<file path="src/rtl/col_inverse_processor.sv">
// Column inverse CDF 5/3 lifting stage.
// Rebuilds the even/odd row pair of the previous pass, one column per clock.
module col_inverse_processor #(
    parameter int LENGTH = 256
) (
    input  logic       clk,
    input  logic       resetn,
    input  logic       en,
    input  logic       first,
    input  logic       flush,
    input  logic [7:0] s_in,
    input  logic [7:0] d_in,
    output logic [7:0] even_row,
    output logic [7:0] odd_row,
    output logic       out_valid,
    output logic       busy,
    output logic       done
);

    localparam int AW = $clog2(LENGTH);
    localparam int CW = AW + 1;

    typedef enum logic [1:0] {
        ST_IDLE,
        ST_PROC,
        ST_DONE
    } state_t;

    state_t          state, state_nx;
    logic [CW-1:0]   cnt, cnt_nx;
    logic            first_q, first_nx;
    logic            flush_q, flush_nx;
    logic            last;
    logic            proc;
    logic            mirror;
    logic [AW-1:0]   addr;

    logic [7:0]        dbank [LENGTH];
    logic [7:0]        ebank [LENGTH];
    logic signed [9:0] d_new, d_old;
    logic signed [9:0] dc, dp;
    logic signed [9:0] dsum, lift;
    logic [7:0]        ep, ec;
    logic [8:0]        esum;
    logic [7:0]        o;

    assign last   = (cnt == CW'(LENGTH - 1));
    assign proc   = (state == ST_PROC);
    // first wins over flush: a lone pair cannot be mirrored
    assign mirror = flush_q & ~first_q;
    assign addr   = cnt[AW-1:0];
    assign busy   = (state != ST_IDLE);

    // State, column counter and latched pass flags
    always_ff @(posedge clk or negedge resetn) begin
        if (!resetn) begin
            state   <= ST_IDLE;
            cnt     <= '0;
            first_q <= 1'b0;
            flush_q <= 1'b0;
        end else begin
            state   <= state_nx;
            cnt     <= cnt_nx;
            first_q <= first_nx;
            flush_q <= flush_nx;
        end
    end

    // Next-state logic: idle -> one column per cycle -> single done cycle
    always_comb begin
        state_nx = state;
        cnt_nx   = cnt;
        first_nx = first_q;
        flush_nx = flush_q;
        unique case (state)
            ST_IDLE: begin
                if (en) begin
                    state_nx = ST_PROC;
                    cnt_nx   = '0;
                    first_nx = first;
                    flush_nx = flush;
                end
            end
            ST_PROC: begin
                cnt_nx = cnt + 1'b1;
                if (last) begin
                    state_nx = ST_DONE;
                end
            end
            ST_DONE: begin
                state_nx = ST_IDLE;
                cnt_nx   = '0;
            end
            default: state_nx = ST_IDLE;
        endcase
    end

    // Lifting datapath for the current column
    always_comb begin
        d_new = {{2{d_in[7]}}, d_in};
        d_old = {{2{dbank[addr][7]}}, dbank[addr]};
        ep    = ebank[addr];
        dc    = mirror ? d_old : d_new;
        dp    = first_q ? dc : d_old;
        dsum  = dp + dc + 10'sd2;
        lift  = dsum >>> 2;
        ec    = mirror ? ep : 8'({2'b00, s_in} - lift);
        esum  = {1'b0, ep} + {1'b0, ec};
        o     = 8'(dp + 10'(esum >> 1));
    end

    // Line banks keep the previous d row and even row; not reset
    always_ff @(posedge clk) begin
        if (proc && !mirror) begin
            dbank[addr] <= d_in;
            ebank[addr] <= ec;
        end
    end

    // Registered outputs; pair data only moves once a full pair exists
    always_ff @(posedge clk or negedge resetn) begin
        if (!resetn) begin
            even_row  <= '0;
            odd_row   <= '0;
            out_valid <= 1'b0;
            done      <= 1'b0;
        end else begin
            out_valid <= proc & ~first_q;
            done      <= proc & last;
            if (proc && !first_q) begin
                even_row <= ep;
                odd_row  <= o;
            end
        end
    end

endmodule

</file>
<file path="config.mk">
export PLATFORM = sky130hd
export DESIGN_NAME = col_inverse_processor
export DESIGN_NICKNAME = d
export VERILOG_FILES = /design/src/rtl/col_inverse_processor.sv
export SDC_FILE = /design/constraint.sdc
export NUM_CORES = 2
export LEC_CHECK = 0
export CORE_ASPECT_RATIO = 0.6
export CORE_MARGIN = 8
export CORE_UTILIZATION = 65
export DETAILED_ROUTE_END_ITERATION = 6
export PLACE_DENSITY_LB_ADDON = 0.2
export SYNTH_ARGS = -nofsm -noshare
export SYNTH_HDL_FRONTEND = slang
export SYNTH_SLANG_ARGS = --single-unit
</file>
<file path="constraint.sdc">
create_clock -name clk -period 43.5 [get_ports clk]
set_clock_uncertainty 0.1 [all_clocks]
set_input_delay 4.35 -clock clk [delete_from_list [all_inputs] [get_ports clk]]
set_output_delay 4.35 -clock clk [all_outputs]
set_load 0.02 [all_outputs]
</file>
==> results.md <==
- Status: finished with violations
- Failing checks: design-rule violations
- Clk sinks: 4127
- Netlist cell types: 63
- Clk buf depth: 4
- Fin nets: 7105
- Antenna violations before repair: 38
- Period Utilization, post-route: 0.3315
- Slew Limit Headroom: 0.05395
- # rows: 141
- PortBufs: 39
- Largest net degree at the start of global routing: 195
- CP endpoint kind: flop
- Avg Cell Area, Syn: 23.95 sq um
- CTS tree: yes
- Gr usage total: 0.3362
- Largest area contributor in the netlist: edfxtp_1
- Initial core utilization: 0.6511
- Die Wd: 655.9 microns
- Post-synth EDFFs: 4096
- Ys async rst share: 0.007512
- Cts repair resizes: 0
- DP HPWL: 250600 microns
- Critical Path AT: 14.87 ns
- Synth area leaders: edfxtp_1, mux4_2, nor2_1
- Final Critical Period: 14.42 ns
- Hold Fails Final Rpt: 0
- Cts hold-fix bufs: 0
- Area after DPL: 165700 sq um
- Pre-antenna DRT Iters: 7
- Die Ht: 399.9 microns
- Vias in the first global route: 76920
- Gr ovfl total: 0
- Starting DRT DRC Count: 14000
- Global-route wire length before repair: 610100 microns
- CP required: 43.96 ns
- DR vias: 78650
- Measured slew at the worst slew-check pin: 1.410 ns
- Clk_lat worst skew: 0.92 ns
- Pins over their slew limit: 0
- GPL Wtd Cong: 0.9174
- Final wirelength: 439500 microns
- RSZ-0062 raised after global routing: false
- Area grow syn2layout: 10.85%
- CP Class: reg -> reg
- Max Cap Viol: 0
- HP Class: reg -> reg
- Setup TNS: 0 ns
- Worst setup SP type: flop
- CTS Root Cell: clkbuf_16
- CP max FO: 97
- Post-Syn Instances: 6666
- Sequential fraction of the synthesis area: 0.7752
- Vias per cell: 7.405
- Die area: 262300 sq um
- Ys flop type: edfxtp_1
- Core area: 245200 sq um
- Syn Nets: 6731
- Cell area after synthesis: 159700 sq um
- I/O Pins: 40
- Max Fclk: 69.35 MHz
- Final Cell Area: 177000 sq um
- DRC: 8
- #FFs+latches synth: 4127
- Layout cell share with drive strength beyond 1: 0.3244
- Clock transition at path regs: 0.08 ns
- Wire per inst: 41.38 microns
- Share of the synthesized area in the top cell type: 0.7703
- Routed Antenna Nets: 0
- Synth warn: 0
- # Post-CTS Setup Buffers: 0
- CTS Buf Count: 352
- Final setup fails: 0
- Htree depth: 5
state kept, by name (all words and copies together), names as in the netlist:
register   flops
first_q        1
cnt            9
state          2
flush_q        1
out_valid      1
ebank       2048
even_row       8
done           1
odd_row        8
dbank       2048
routing by layer:
metal	share of wire	GRT usage	wire length, microns	vias up
met1	0.36	0.4909	156400	41310
li1	-	-	-	29320
met3	0.18	0.1422	78020	1019
met2	0.43	0.4678	188400	6983
met5	0.00031	0.008614	135	-
met4	0.038	0.1074	16510	20
path summary, 6_finish.rpt:
path / startpoint / end / slack (ns) / cells past startpoint
min reg2reg: even_row[0]$_DFFE_PN0P_ / even_row[0]$_DFFE_PN0P_ / 0.40 / 2
max reg2reg: cnt[0]$_DFFE_PN0P_ / ebank[214][7]$_DFFE_PP_ / 29.08 / 27
min: even_row[0]$_DFFE_PN0P_ / even_row[0]$_DFFE_PN0P_ / 0.40 / 2
max in group asynchronous: resetn / cnt[3]$_DFFE_PN0P_ / 38.99 / 1
min in group asynchronous: resetn / even_row[4]$_DFFE_PN0P_ / 3.53 / 1
max: cnt[0]$_DFFE_PN0P_ / ebank[214][7]$_DFFE_PP_ / 29.08 / 27
placed cells by master (no fill, tap or decap), drive strengths merged, types with 5 or more instances in the layout:
cell	n
clkinv	131
xor2	8
a31oi	7
a21oi	45
edfxtp	4096
nor2	301
diode	27
nand2b	11
nand4	9
a22oi	31
nand3	52
clkdlybuf4s50	30
clkinvlp	6
ha	40
o22ai	10
nor4	6
a21boi	5
a21o	6
a211oi	5
o21ai	42
mux4	1286
dfrtp	31
nor2b	32
clkbuf	446
xnor2	8
nor3	14
buf	349
inv	48
nand2	106
mux2i	35
mux2	9
bufinv	35
cell type report:
cell class,instances,area [sq um]
inverter,40,152.6
multi-input combinational,2133,34460
timing repair buffer,386,3156
sequential,4127,123800
antenna,27,67.56
clock inverter,180,1818
fill,13340,68240
clock buffer,439,9419
tap,3289,4115
cells by family after synthesis:
kind of cell,synth area share
compound gates,0.008040
xor+xnor,0.0008777
fa+ha+maj,0.003636
buf+inv,0.01333
flops,0.7752
mux,0.1843
simple gates,0.01462
metrics by stage:
stage	cells	utilization	setup slack, ns	hold slack, ns
after floorplan	6666	-	23.19	0.3485
after global placement	9975	0.6756	29.74	0.3655
after detailed placement	9975	0.6756	29.53	0.3792
after CTS	10590	0.7214	29.52	0.4108
after global routing	10610	0.7216	28.29	0.4273
final	10620	0.7217	29.08	0.4020
cell usage after synthesis, drive strengths merged, types with 31 or more instances:
cell type / instances
a21oi: 45
nor2b: 32
nand2: 106
mux2i: 35
ha: 40
nand3: 52
mux4: 1286
clkbuf: 94
edfxtp: 4096
o21ai: 42
inv: 39
buf: 272
nor2: 301
a22oi: 31
dfrtp: 31
worst max-delay path, stage by stage (launching register included):
cell and delay, ns:
dfrtp_4 1.03, buf_4 0.83, buf_4 0.78, buf_4 0.83
buf_4 0.77, mux4_2 0.60, mux4_2 0.50, a22oi_1 0.65
nand4_1 0.17, a221oi_1 0.91, mux2i_1 0.28, ha_1 0.38
ha_1 0.35, nand3_1 0.09, o21ai_0 0.38, xnor2_1 0.17
ha_1 0.35, o21ai_0 0.12, a21oi_1 0.29, o21ai_0 0.17
a21boi_0 0.42, o21ai_0 0.16, nor3b_1 0.18, or3_1 0.37
a31oi_4 0.23, buf_4 0.75, buf_4 0.83, buf_4 0.77
Power is not shown: default switching activity piles up to over one toggle a cycle in this logic, so the estimate is an artifact.
